<file path="src/rtl/serializer_defs.vh">
// Shared definitions for the multi-lane PISO serializer.
//   clog2      : ceiling log2, usable in constant expressions
//   cnt_width  : bit-counter width for a given word width (never below 1)
//   BIT_ORDER_*: encodings for the shift direction parameter
`ifndef SERIALIZER_DEFS_VH
`define SERIALIZER_DEFS_VH

function automatic int clog2(input int value);
    int r;
    r = 0;
    for (int i = 0; i < 31; i++) begin
        if ((1 << i) < value) begin
            r = i + 1;
        end
    end
    return r;
endfunction

function automatic int cnt_width(input int data_w);
    return (clog2(data_w) < 1) ? 1 : clog2(data_w);
endfunction

localparam bit BIT_ORDER_MSB_FIRST = 1'b1;
localparam bit BIT_ORDER_LSB_FIRST = 1'b0;

`endif

</file>
<file path="src/rtl/piso_serializer_mlane_pkg.sv">
// Package for the multi-lane PISO serializer: shared width/order helpers
// and the shift-engine state encoding.
package piso_serializer_mlane_pkg;

`include "serializer_defs.vh"

    typedef enum logic {
        ST_IDLE  = 1'b0,
        ST_SHIFT = 1'b1
    } state_e;

endpackage

</file>
<file path="src/rtl/piso_shift_lane.sv">
// One serial lane: a DATA_W-bit shift register that loads a parallel word
// and shifts it toward its output end.
//   clk, rst   : clock, synchronous active-high reset
//   load       : capture load_data (has priority over shift)
//   shift      : move one bit toward the output end
//   load_data  : parallel word for this lane
//   ser_bit    : current output bit (MSB or LSB of the register)
module piso_shift_lane
    import piso_serializer_mlane_pkg::*;
#(
    parameter int DATA_W    = 8,
    parameter bit MSB_FIRST = 1'b1
) (
    input  logic              clk,
    input  logic              rst,
    input  logic              load,
    input  logic              shift,
    input  logic [DATA_W-1:0] load_data,
    output logic              ser_bit
);

    logic [DATA_W-1:0] shreg_q;
    logic [DATA_W-1:0] shreg_d;

    always_comb begin
        shreg_d = shreg_q;
        if (load) begin
            shreg_d = load_data;
        end else if (shift) begin
            // Vacated positions fill with zero; they never reach the output
            // before the next load.
            if (MSB_FIRST == BIT_ORDER_LSB_FIRST) begin
                shreg_d = shreg_q >> 1;
            end else begin
                shreg_d = shreg_q << 1;
            end
        end
    end

    always_ff @(posedge clk) begin
        if (rst) begin
            shreg_q <= '0;
        end else begin
            shreg_q <= shreg_d;
        end
    end

    // The output bit comes straight from a flop, so ser_out is registered.
    assign ser_bit = (MSB_FIRST == BIT_ORDER_LSB_FIRST) ? shreg_q[0] : shreg_q[DATA_W-1];

endmodule

</file>
<file path="src/rtl/piso_serializer_mlane.sv">
// Multi-lane parallel-in/serial-out serializer with a one-word holding
// buffer (gapless back-to-back words) and a bit-rate enable.
//   clk, rst    : clock, synchronous active-high reset
//   bit_en      : shift engine advances only on edges with bit_en=1
//   s_data      : LANES words; lane k at [k*DATA_W +: DATA_W]
//   s_valid     : source word available
//   s_ready     : holding buffer empty (register-derived)
//   ser_out     : one registered serial bit per lane
//   ser_valid   : ser_out carries a valid bit
//   frame_start : first bit of a word
//   frame_end   : last bit of a word
//   busy        : engine shifting or holding buffer occupied
module piso_serializer_mlane
    import piso_serializer_mlane_pkg::*;
#(
    parameter int DATA_W    = 8,
    parameter int LANES     = 1,
    parameter int MSB_FIRST = 1
) (
    input  logic                    clk,
    input  logic                    rst,
    input  logic                    bit_en,
    input  logic [LANES*DATA_W-1:0] s_data,
    input  logic                    s_valid,
    output logic                    s_ready,
    output logic [LANES-1:0]        ser_out,
    output logic                    ser_valid,
    output logic                    frame_start,
    output logic                    frame_end,
    output logic                    busy
);

    localparam int               CNT_W      = cnt_width(DATA_W);
    localparam logic [CNT_W-1:0] LAST_BIT   = CNT_W'(DATA_W - 1);
    localparam bit               LANE_ORDER = (MSB_FIRST != 0) ? BIT_ORDER_MSB_FIRST
                                                               : BIT_ORDER_LSB_FIRST;

    state_e                  state_q, state_d;
    logic [LANES*DATA_W-1:0] hold_reg_q, hold_reg_d;
    logic                    hold_full_q, hold_full_d;
    logic [CNT_W-1:0]        bit_cnt_q, bit_cnt_d;
    logic                    ser_valid_q, ser_valid_d;
    logic                    frame_start_q, frame_start_d;
    logic                    frame_end_q, frame_end_d;
    logic                    accept;
    logic                    last_bit;
    logic                    load_en;
    logic                    shift_en;

    // NOTE: every signal assigned here gets a default first, so no path
    // leaves it unassigned and no latch is inferred.
    always_comb begin
        accept      = s_valid & ~hold_full_q;
        last_bit    = (bit_cnt_q == LAST_BIT);
        load_en     = 1'b0;
        shift_en    = 1'b0;
        state_d     = state_q;
        bit_cnt_d   = bit_cnt_q;
        hold_full_d = hold_full_q;
        hold_reg_d  = hold_reg_q;

        // Accept and reload never coincide: reload needs hold_full_q=1,
        // which holds s_ready low on that edge.
        if (accept) begin
            hold_reg_d  = s_data;
            hold_full_d = 1'b1;
        end

        if (bit_en) begin
            case (state_q)
                ST_IDLE: begin
                    if (hold_full_q) begin
                        load_en     = 1'b1;
                        hold_full_d = 1'b0;
                        bit_cnt_d   = '0;
                        state_d     = ST_SHIFT;
                    end
                end
                ST_SHIFT: begin
                    if (!last_bit) begin
                        shift_en  = 1'b1;
                        bit_cnt_d = bit_cnt_q + CNT_W'(1);
                    end else if (hold_full_q) begin
                        // Gapless reload: next word's first bit follows the
                        // current word's last bit directly.
                        load_en     = 1'b1;
                        hold_full_d = 1'b0;
                        bit_cnt_d   = '0;
                    end else begin
                        state_d = ST_IDLE;
                    end
                end
                default: state_d = ST_IDLE;
            endcase
        end

        // Flags are computed from next-state values so the registered
        // copies line up with the bit they describe.
        ser_valid_d   = (state_d == ST_SHIFT);
        frame_start_d = ser_valid_d & (bit_cnt_d == '0);
        frame_end_d   = ser_valid_d & (bit_cnt_d == LAST_BIT);
    end

    // NOTE: state updates use non-blocking assignments so every flop samples
    // values from before the edge, independent of statement order.
    always_ff @(posedge clk) begin
        if (rst) begin
            // NOTE: the holding buffer is a plain register, not a memory, and
            // is cleared so a reset drops the held word deterministically.
            state_q       <= ST_IDLE;
            hold_reg_q    <= '0;
            hold_full_q   <= 1'b0;
            bit_cnt_q     <= '0;
            ser_valid_q   <= 1'b0;
            frame_start_q <= 1'b0;
            frame_end_q   <= 1'b0;
        end else begin
            state_q       <= state_d;
            hold_reg_q    <= hold_reg_d;
            hold_full_q   <= hold_full_d;
            bit_cnt_q     <= bit_cnt_d;
            ser_valid_q   <= ser_valid_d;
            frame_start_q <= frame_start_d;
            frame_end_q   <= frame_end_d;
        end
    end

    for (genvar k = 0; k < LANES; k++) begin : g_lane
        piso_shift_lane #(
            .DATA_W    (DATA_W),
            .MSB_FIRST (LANE_ORDER)
        ) u_lane (
            .clk       (clk),
            .rst       (rst),
            .load      (load_en),
            .shift     (shift_en),
            .load_data (hold_reg_q[k*DATA_W +: DATA_W]),
            .ser_bit   (ser_out[k])
        );
    end

    assign s_ready     = ~hold_full_q;
    assign ser_valid   = ser_valid_q;
    assign frame_start = frame_start_q;
    assign frame_end   = frame_end_q;
    assign busy        = ser_valid_q | hold_full_q;

endmodule
</file>
<file path="config.mk">
export PLATFORM = sky130hd
export DESIGN_NAME = piso_serializer_mlane
export DESIGN_NICKNAME = d
export VERILOG_FILES = /design/src/rtl/piso_serializer_mlane_pkg.sv /design/src/rtl/piso_shift_lane.sv /design/src/rtl/piso_serializer_mlane.sv
export VERILOG_INCLUDE_DIRS = /design/src /design/src/rtl
export SDC_FILE = /design/constraint.sdc
export NUM_CORES = 1
export LEC_CHECK = 0
export ABC_CLOCK_PERIOD_IN_PS = 2200
export CAP_MARGIN = 25
export CORE_ASPECT_RATIO = 1.5
export CORE_MARGIN = 2
export CORE_UTILIZATION = 51
export DETAILED_ROUTE_END_ITERATION = 6
export PLACE_DENSITY_LB_ADDON = 0.08
export SYNTH_ARGS = -nofsm -noshare
export SYNTH_HDL_FRONTEND = slang
export SYNTH_SLANG_ARGS = --single-unit
</file>
<file path="constraint.sdc">
create_clock -name clk -period 2.2 [get_ports clk]
set_input_delay 0.22 -clock clk [delete_from_list [all_inputs] [get_ports clk]]
set_output_delay 0.22 -clock clk [all_outputs]
set_load 0.05 [all_outputs]
</file>
==> out/metrics.csv, run 1 <==
stage,metric,value,unit
yosys,"area leader, netlist",dfxtp_1,
clocking,TritonCTS clock tree,done,
setup_path,CP Launch Type,flop,
die,Cell Rows,20,
setup_path,Required @ worst endpoint,1.98,ns
clocking,post-CTS setup buffers,0,
clocking,worst skew pair latency,0.31,ns
clocking,hold_buf cts,0,
yosys,largest cells by area after synthesis,"dfxtp_1 42%, mux2i_1 7.3%, a311oi_1 5.6%, a211oi_1 4.1%, nor2_1 4.1%",
grt,total grt overflow,0,
die,die area,0.002536,mm²
timing,fin. max-slew vios,0,
clocking,H-tree levels,1,
detailed_routing,routed wire length per instance,14.28,µm
clocking,Resize count post-CTS,0,
finish,"Non-Filler Cell Area, Final",0.001282,mm²
yosys,"Async S/R FF share, synth",0,
grt,first-pass GRT wire length,3.822,mm
yosys,Netlist cell types,35,
timing,clock skew,0.002501,ns
placement,HPWL reported at the end of detailed placement,1.562,mm
yosys,register area share after synthesis,0.4215,
yosys,most common cell in the netlist,dfxtp_1,
setup_path,Crit Path Max Fanout,9,
hold_path,worst hold path type,flop to flop,
detailed_routing,drt first pass iters,4,
detailed_routing,Antenna Violating Nets Remaining,0,
grt,largest net degree at the start of global routing,22,
finish,fin cells,151,
power,LEAKAGE,0.4936,nW
yosys,Synth top cells by count,"23 x dfxtp_1, 12 x nor2_1, 8 x mux2i_1, 8 x nand3_1, 7 x a311oi_1",
timing,post-layout minimum cycle time,1.987,ns
die,die width,41.79,µm
yosys,Yosys warning total,0,
finish,multi-input gate area in the final layout,563.0,µm²
grt,initial antenna violation count,0,
die,core outline area,0.002027,mm²
yosys,Post-synth EDFFs,0,
finish,diode count,0,
clocking,register clock-pin slew on the reported worst setup and hold paths,0.12,ns
timing,RSZ-0062 raised after global routing,false,
finish,Layout area overhead,17.41,%
timing,total negative setup slack,0,ns
clocking,CTS Sinks,23,
finish,layout net count,145,
placement,Cells after DPL,147,
yosys,#FFs+latches synth,23,
timing,Worst Hold Slack,0.4823,ns
grt,vias in the first global route,850,
power,PD cells,631.3,mW/mm²
detailed_routing,routed wire length,2.157,mm
finish,layout cells sized above 1,0.1395,
detailed_routing,routed vias/inst,5.821,
timing,Tcrit/Tclk final,0.9033,
timing,Slew HR,0.6422,
clocking,CTS Buffer Depth,2,
placement,input/output buffers,17,
run,Max Cap Viol,0,
setup_path,WS Path Type,flop to primary output,
clocking,cts bufs inserted,3,
yosys,Most used DFF post-synth,dfxtp_1,
yosys,Synth Instances,114,
yosys,Synth Cell Area,0.001092,mm²
timing,fmax,503.2,MHz
die,I/O pin count,18,
timing,"Hold Violations, Final",0,
run_status,status,"complete, no violations",
detailed_routing,DR iter-0 viols,11,
power,Worst VDD drop,0.0004268,V
yosys,Yosys top cell area share,0.4215,
detailed_routing,Remaining DRCs,0,
detailed_routing,vias,879,
setup_path,Setup crit end kind,primary output,
die,Die Span Y,60.68,µm
clocking,root buf cell,clkbuf_4,
grt,Total GRT Usage,0.1994,
yosys,syn nets,129,
yosys,Syn Area/Cell,9.582,µm²
placement,Area after DPL,0.001255,mm²
finish,Layout fillers,183,
timing,Setup-failing EPs final,0,
timing,worst slew pin tran,0.5331,ns
finish,Sequential cell area,460.4,µm²
setup_path,Worst EP arrival,1.77,ns
die,effective utilization at floorplan,0.5389,
placement,RePlAce Congestion,0.8569,
per-stage QoR:
stage | setup slack, ns | utilization | power [mW]
after floorplan | 0.5945 | - | 0.5763
after global placement | 0.4092 | 0.6191 | 0.6243
after detailed placement | 0.3629 | 0.6191 | 0.6264
after CTS | 0.1778 | 0.6327 | 0.8175
after global routing | 0.1175 | 0.6327 | 0.8512
final | 0.2127 | 0.6327 | 0.8097
layer usage:
layer  wire, µm  vias up  GRT usage  part of all wire
li1           -      447          -                 -
met1        896      403     0.2375              0.42
met2       1142       22     0.3460              0.53
met3         65        7    0.02381             0.030
met4         53        0     0.1198             0.025
met5          0        -          0                 0
cells in the final DEF, fill, tap and decap left out, types with 2 or more instances in the layout:
cell	n
nand2_1	4
dfxtp_1	23
clkdlybuf4s50_1	17
nand3_1	8
a311oi_1	7
and2b_1	2
buf_4	4
and2b_2	3
a21oi_1	2
nor2_1	12
mux2i_1	8
a221oi_2	2
nor2b_1	2
a211oi_1	6
o211ai_1	2
ha_1	3
o21ai_0	5
clkbuf_4	3
power by group:
group	switching [mW]	internal [mW]	total (mW)
clock network	0.125	0.0681	0.194
registers	0.0164	0.441	0.458
logic	0.0872	0.0714	0.159
total	0.229	0.581	0.810
cell type report:
class | instances | share of cell area
clock buffer | 3 | 0.01756
clock inverter | 1 | 0.003902
inverter | 1 | 0.002927
multi-input combinational | 80 | 0.4390
sequential | 23 | 0.3590
tap | 22 | 0.02146
timing repair buffer | 21 | 0.1561
sequential cells by signal, indices dropped and copies added, names as in the netlist:
register               cells
bit_cnt_q                  3
frame_start                1
g_lane.u_lane.shreg_q      8
hold_full_q                1
frame_end                  1
hold_reg_q                 8
ser_valid                  1
cells by family (layout without fill, tap and decap cells):
group                      after synthesis  after routing  share of synthesized area
and+or+nand+nor                         42             42                     0.2177
DFF                                     23             23                     0.4215
AOI/OAI and AO/OA                       27             27                     0.1901
adders and majority gates                3              3                    0.03437
buffers and inverters                   11             26                    0.06299
muxes                                    8              8                    0.07331
worst max-delay path, cell delays in order (launching register included):
cell and delay (ns):
dfxtp_1 0.49, or2_2 0.16, clkdlybuf4s50_1 0.80
worst paths after layout:
check	start	end	slack (ns)	depth (start not counted)
worst max-delay path	hold_full_q	busy	0.21	2
worst max register to register	bit_cnt_q[0]	frame_start	0.32	5
worst min-delay path	hold_reg_q[0]	g_lane[0].u_lane.shreg_q[0]	0.48	2
worst min register to register	hold_reg_q[0]	g_lane[0].u_lane.shreg_q[0]	0.48	2
Note: power is estimated with default switching activity, not from simulation.
==> run 2: changes to the inputs <==
--- a/config.mk
+++ b/config.mk
@@ -9,10 +9,11 @@
 export ABC_CLOCK_PERIOD_IN_PS = 2200
 export CAP_MARGIN = 25
 export CORE_ASPECT_RATIO = 1.5
-export CORE_MARGIN = 2
+export CORE_MARGIN = 3
 export CORE_UTILIZATION = 51
 export DETAILED_ROUTE_END_ITERATION = 6
 export PLACE_DENSITY_LB_ADDON = 0.08
+export RECOVER_POWER = 25
 export SYNTH_ARGS = -nofsm -noshare
 export SYNTH_HDL_FRONTEND = slang
 export SYNTH_SLANG_ARGS = --single-unit
==> out/metrics.csv, run 2 (synthesized netlist as in run 1, its figures left out) <==
stage,metric,value,unit,change
run_status,status,"complete, no violations",,unchanged
setup_path,Setup crit end kind,primary output,,unchanged
detailed_routing,routed wire length per instance,14.15,µm,was 14.28 µm
die,effective utilization at floorplan,0.5673,,was 0.5389
finish,Sequential cell area,460.4,µm²,unchanged
detailed_routing,routed vias/inst,6.040,,was 5.821
setup_path,Max stage delay on crit path,0.78,ns,was 0.80 ns
setup_path,WS Path Type,flop to primary output,,unchanged
die,I/O pin count,18,,unchanged
grt,initial antenna violation count,0,,unchanged
timing,fin. max-slew vios,0,,unchanged
clocking,CTS Sinks,23,,unchanged
finish,Layout area overhead,16.27,%,was 17.41%
timing,fmax,502.7,MHz,was 503.2 MHz
placement,HPWL reported at the end of detailed placement,1.521,mm,was 1.562 mm
timing,Final Worst Setup Slack,0.2108,ns,was 0.2127 ns
clocking,root buf cell,clkbuf_4,,unchanged
timing,post-layout minimum cycle time,1.989,ns,was 1.987 ns
detailed_routing,vias,900,,was 879
detailed_routing,Antenna Violating Nets Remaining,0,,unchanged
clocking,Resize count post-CTS,0,,unchanged
die,Cell Rows,19,,was 20
timing,total negative setup slack,0,ns,unchanged
die,die area,0.002744,mm²,was 0.002536 mm²
grt,vias in the first global route,907,,was 850
clocking,worst skew pair latency,0.31,ns,about the same
hold_path,Hold Path Cell Cnt,2,,unchanged
setup_path,Crit-path slowest cell,clkdlybuf4s50_1,,unchanged
timing,Tcrit/Tclk final,0.9042,,was 0.9033
clocking,hold_buf cts,0,,unchanged
clocking,TritonCTS clock tree,done,,unchanged
detailed_routing,Remaining DRCs,0,,unchanged
die,Die Span Y,62.68,µm,was 60.68 µm
finish,multi-input gate area in the final layout,563.0,µm²,unchanged
setup_path,Crit Path Max Fanout,9,,unchanged
hold_path,worst hold path type,flop to flop,,unchanged
die,core outline area,0.001926,mm²,was 0.002027 mm²
power,LEAKAGE,0.4855,nW,was 0.4936 nW
die,die width,43.79,µm,was 41.79 µm
clocking,post-CTS setup buffers,0,,unchanged
grt,first-pass GRT wire length,3.670,mm,was 3.822 mm
setup_path,crit-path cells,or2_2 > clkdlybuf4s50_1,,unchanged
setup_path,Required @ worst endpoint,1.98,ns,about the same
finish,layout cells sized above 1,0.1250,,was 0.1395
run,Max Cap Viol,0,,unchanged
placement,RePlAce Congestion,0.8710,,was 0.8569
finish,layout net count,144,,was 145
clocking,CTS Buffer Depth,2,,unchanged
finish,diode count,0,,unchanged
timing,"Hold Violations, Final",0,,unchanged
grt,largest net degree at the start of global routing,16,,was 22
power,Worst VDD drop,0.0004779,V,was 0.0004268 V
finish,biggest regs,"g_lane.u_lane.shreg_q (8), hold_reg_q (8), bit_cnt_q (3)",,unchanged
detailed_routing,DR iter-0 viols,34,,was 11
placement,pre-CTS setup slack,0.3088,ns,was 0.3629 ns
clocking,register clock-pin slew on the reported worst setup and hold paths,0.12,ns,about the same
timing,worst slew pin tran,0.5364,ns,was 0.5331 ns
setup_path,Reg2Reg Depth,5,,unchanged
finish,most frequent cells in the layout,"23 x dfxtp_1, 17 x clkdlybuf4s50_1, 12 x nor2_1",,unchanged
timing,RSZ-0062 raised after global routing,false,,unchanged
detailed_routing,drt first pass iters,4,,unchanged
clocking,cts bufs inserted,3,,unchanged
setup_path,Worst EP arrival,1.77,ns,about the same
timing,clock skew,0.004227,ns,was 0.002501 ns
placement,input/output buffers,17,,unchanged
clocking,H-tree levels,1,,unchanged
grt,Total GRT Usage,0.1702,,was 0.1994
detailed_routing,routed wire length,2.108,mm,was 2.157 mm
timing,Slew HR,0.6424,,was 0.6422
grt,total grt overflow,0,,unchanged
timing,Setup-failing EPs final,0,,unchanged
finish,"most common cell after layout, fill and taps aside",dfxtp_1,,unchanged
finish,Layout fillers,173,,was 183
power,PD cells,636.9,mW/mm²,was 631.3 mW/mm²
setup_path,CP Launch Type,flop,,unchanged
==> run 2: routing by layer <==
metal	vias up	share of wire	track usage
met5	-	0	0
met4	0	0.039	0.09434
met3	9	0.042	0.01729
met2	24	0.51	0.3029
met1	424	0.41	0.1844
li1	443	-	-
==> run 2: path summary, 6_finish.rpt <==
path | startpoint | to | slack [ns]
setup / recovery | hold_full_q | busy | 0.21
setup reg to reg | bit_cnt_q[0] | frame_start | 0.27
hold reg to reg | hold_reg_q[0] | g_lane[0].u_lane.shreg_q[0] | 0.48
hold / removal | hold_reg_q[0] | g_lane[0].u_lane.shreg_q[0] | 0.48
==> run 2: stage by stage <==
stage	cell area [µm²]	util	cells	total power [mW]	hold WS [ns]
4_1_cts	1274	0.6615	149	0.8200	0.4839
6_report	1270	0.6595	149	0.8089	0.4795
3_3_place_gp	1246	0.6472	145	0.6218	0.4664
5_1_grt	1270	0.6595	149	0.8476	0.5190
3_5_place_dp	1246	0.6472	145	0.6241	0.4655
2_1_floorplan	1092	-	114	0.5763	0.3044
==> run 2: area by class of cell <==
class	instances	share of cell area
Sequential cell	23	0.3626
Clock inverter	1	0.003941
Timing Repair Buffer	20	0.1488
Inverter	1	0.002956
Multi-Input combinational cell	80	0.4433
Clock buffer	3	0.01773
Tap cell	21	0.02069
==> run 2: worst max-delay path, delay by kind of cell (launching register included) <==
kind                   cells  cell delay [ns]
flip-flops                 1             0.51
buffers and inverters      1             0.78
AND/OR/NAND/NOR            1             0.16
==> run 2: power by group <==
part | total, mW | internal, mW | switching (mW)
combinational | 0.156 | 0.0689 | 0.0866
clock | 0.195 | 0.0681 | 0.127
sequential | 0.458 | 0.441 | 0.0168
total | 0.809 | 0.578 | 0.231
==> run 3: changes to the inputs <==
--- a/config.mk
+++ b/config.mk
@@ -7,11 +7,11 @@
 export NUM_CORES = 1
 export LEC_CHECK = 0
 export ABC_CLOCK_PERIOD_IN_PS = 2200
-export CAP_MARGIN = 25
-export CORE_ASPECT_RATIO = 1.5
+export CAP_MARGIN = 20
 export CORE_MARGIN = 3
-export CORE_UTILIZATION = 51
+export CORE_UTILIZATION = 60
 export DETAILED_ROUTE_END_ITERATION = 6
+export DONT_BUFFER_PORTS = 1
 export PLACE_DENSITY_LB_ADDON = 0.08
 export RECOVER_POWER = 25
 export SYNTH_ARGS = -nofsm -noshare
==> out/metrics.csv, run 3 (synthesized netlist as in run 1, its figures left out) <==
stage,metric,value,unit,change
detailed_routing,DR iter-0 viols,17,,was 34
grt,total grt overflow,0,,unchanged
timing,"Hold Violations, Final",0,,unchanged
detailed_routing,drt first pass iters,4,,unchanged
finish,final core utilization,0.6925,,was 0.6595
clocking,cts bufs inserted,3,,unchanged
clocking,CTS Sinks,23,,unchanged
clocking,TritonCTS clock tree,done,,unchanged
setup_path,Required @ worst endpoint,2.42,ns,was 1.98 ns
finish,most frequent cells in the layout,"23 x dfxtp_1, 12 x nor2_1, 8 x nand3_1, 8 x mux2i_1, 7 x a311oi_1",,"was 23 x dfxtp_1, 17 x clkdlybuf4s50_1, 12 x nor2_1"
placement,input/output buffers,0,,was 17
hold_path,worst hold path type,input port to flop,,was flop to flop
clocking,CTS Buffer Depth,2,,unchanged
die,Cell Rows,14,,was 19
finish,biggest regs,"g_lane.u_lane.shreg_q (8), hold_reg_q (8), bit_cnt_q (3)",,unchanged
die,die width,48.67,µm,was 43.79 µm
die,Die Span Y,48.67,µm,was 62.68 µm
setup_path,Crit Path Max Fanout,9,,unchanged
die,die area,0.002368,mm²,was 0.002744 mm²
clocking,worst skew pair latency,0.31,ns,about the same
detailed_routing,vias,805,,was 900
grt,vias in the first global route,851,,was 907
detailed_routing,routed vias/inst,5.919,,was 6.040
timing,Tcrit/Tclk final,0.8335,,was 0.9042
setup_path,Setup crit end kind,flop,,was primary output
timing,total negative setup slack,0,ns,unchanged
finish,Layout area overhead,2.176,%,was 16.27%
placement,Cells after DPL,131,,was 145
finish,layout net count,128,,was 144
setup_path,WS Path Type,flop to flop,,was flop to primary output
finish,Layout fillers,146,,was 173
grt,largest net degree at the start of global routing,22,,was 16
run_status,status,"complete, no violations",,unchanged
power,PD cells,697.6,mW/mm²,was 636.9 mW/mm²
placement,HPWL reported at the end of detailed placement,1.493,mm,was 1.521 mm
grt,first-pass GRT wire length,3.891,mm,was 3.670 mm
power,LEAKAGE,0.4254,nW,was 0.4855 nW
finish,layout cells sized above 1,0.1429,,was 0.1250
die,core outline area,0.001612,mm²,was 0.001926 mm²
finish,fin cells,136,,was 149
placement,RePlAce Congestion,0.8971,,was 0.8710
die,I/O pin count,18,,unchanged
grt,initial antenna violation count,0,,unchanged
timing,worst slew pin tran,0.7479,ns,was 0.5364 ns
grt,Total GRT Usage,0.2065,,was 0.1702
detailed_routing,routed wire length,2.103,mm,was 2.108 mm
die,effective utilization at floorplan,0.6778,,was 0.5673
detailed_routing,Remaining DRCs,0,,unchanged
timing,Setup-failing EPs final,0,,unchanged
timing,fin. max-slew vios,0,,unchanged
timing,Slew HR,0.4998,,was 0.6424
run,Max Cap Viol,0,,unchanged
setup_path,Worst EP arrival,2.06,ns,was 1.77 ns
timing,RSZ-0062 raised after global routing,false,,unchanged
finish,"most common cell after layout, fill and taps aside",dfxtp_1,,unchanged
placement,pre-CTS setup slack,0.4167,ns,was 0.3088 ns
timing,fmax,545.3,MHz,was 502.7 MHz
timing,post-layout minimum cycle time,1.834,ns,was 1.989 ns
timing,clock skew,0.003982,ns,was 0.004227 ns
timing,Final Worst Setup Slack,0.3663,ns,was 0.2108 ns
clocking,post-CTS setup buffers,0,,unchanged
clocking,root buf cell,clkbuf_4,,unchanged
detailed_routing,Antenna Violating Nets Remaining,0,,unchanged
clocking,register clock-pin slew on the reported worst setup and hold paths,0.12,ns,about the same
detailed_routing,routed wire length per instance,15.46,µm,was 14.15 µm
setup_path,CP Launch Type,flop,,unchanged
finish,diode count,0,,unchanged
clocking,H-tree levels,1,,unchanged
power,Worst VDD drop,0.0005116,V,was 0.0004779 V
## run 3: per-layer routing
| metal | GRT usage | part of all wire | up-vias |
|---|---|---|---|
| li1 | - | - | 415 |
| met1 | 0.2873 | 0.52 | 372 |
| met2 | 0.3077 | 0.43 | 15 |
| met3 | 0.04294 | 0.039 | 3 |
| met4 | 0.08531 | 0.014 | 0 |
| met5 | 0 | 0 | - |
## run 3: critical path, stage by stage (launching register included)
cell and delay (ns):
dfxtp_1 0.35, ha_1 0.22, ha_1 0.23, nor2b_1 0.41
o21ai_1 0.25, a311oi_1 0.27
## run 3: path summary, 6_finish.rpt
path | start | slack, ns | end | cells after the start
max reg2reg | bit_cnt_q[0] | 0.37 | g_lane[0].u_lane.shreg_q[2] | 5
max | bit_cnt_q[0] | 0.37 | g_lane[0].u_lane.shreg_q[2] | 5
min reg2reg | hold_reg_q[0] | 0.48 | g_lane[0].u_lane.shreg_q[0] | 2
min | s_data[3] | 0.04 | hold_reg_q[3] | 2
## run 3: layout make-up
cell class                      instances  area (µm²)  area share
Clock buffer                            4       26.28     0.02354
Sequential cell                        23       460.4      0.4126
Multi-Input combinational cell         80       563.0      0.5045
Tap cell                               24       30.03     0.02691
Timing Repair Buffer                    4       32.53     0.02915
Inverter                                1       3.754    0.003363
## run 3: what timing repair did
action,CTS,global route
hold buffers,1,0
endpoints found under the hold margin,21,0
setup endpoints to repair,0,0
gates resized for setup,0,0
## run 3: power breakdown
group          leakage, nW  internal (mW)  switching [mW]
sequential           0.188          0.441          0.0280
combinational        0.222         0.0427          0.0708
clock               0.0150         0.0710           0.125
## run 3: per-stage QoR
stage	hold slack [ns]	total power, mW	cell area, µm²
finish	0.04399	0.7785	1116
global route	0.05239	0.8171	1116
detailed placement	0.2946	0.5847	1080
floorplan	0.3044	0.5763	1092
CTS	0.04339	0.7824	1116
global placement	0.2913	0.5806	1080
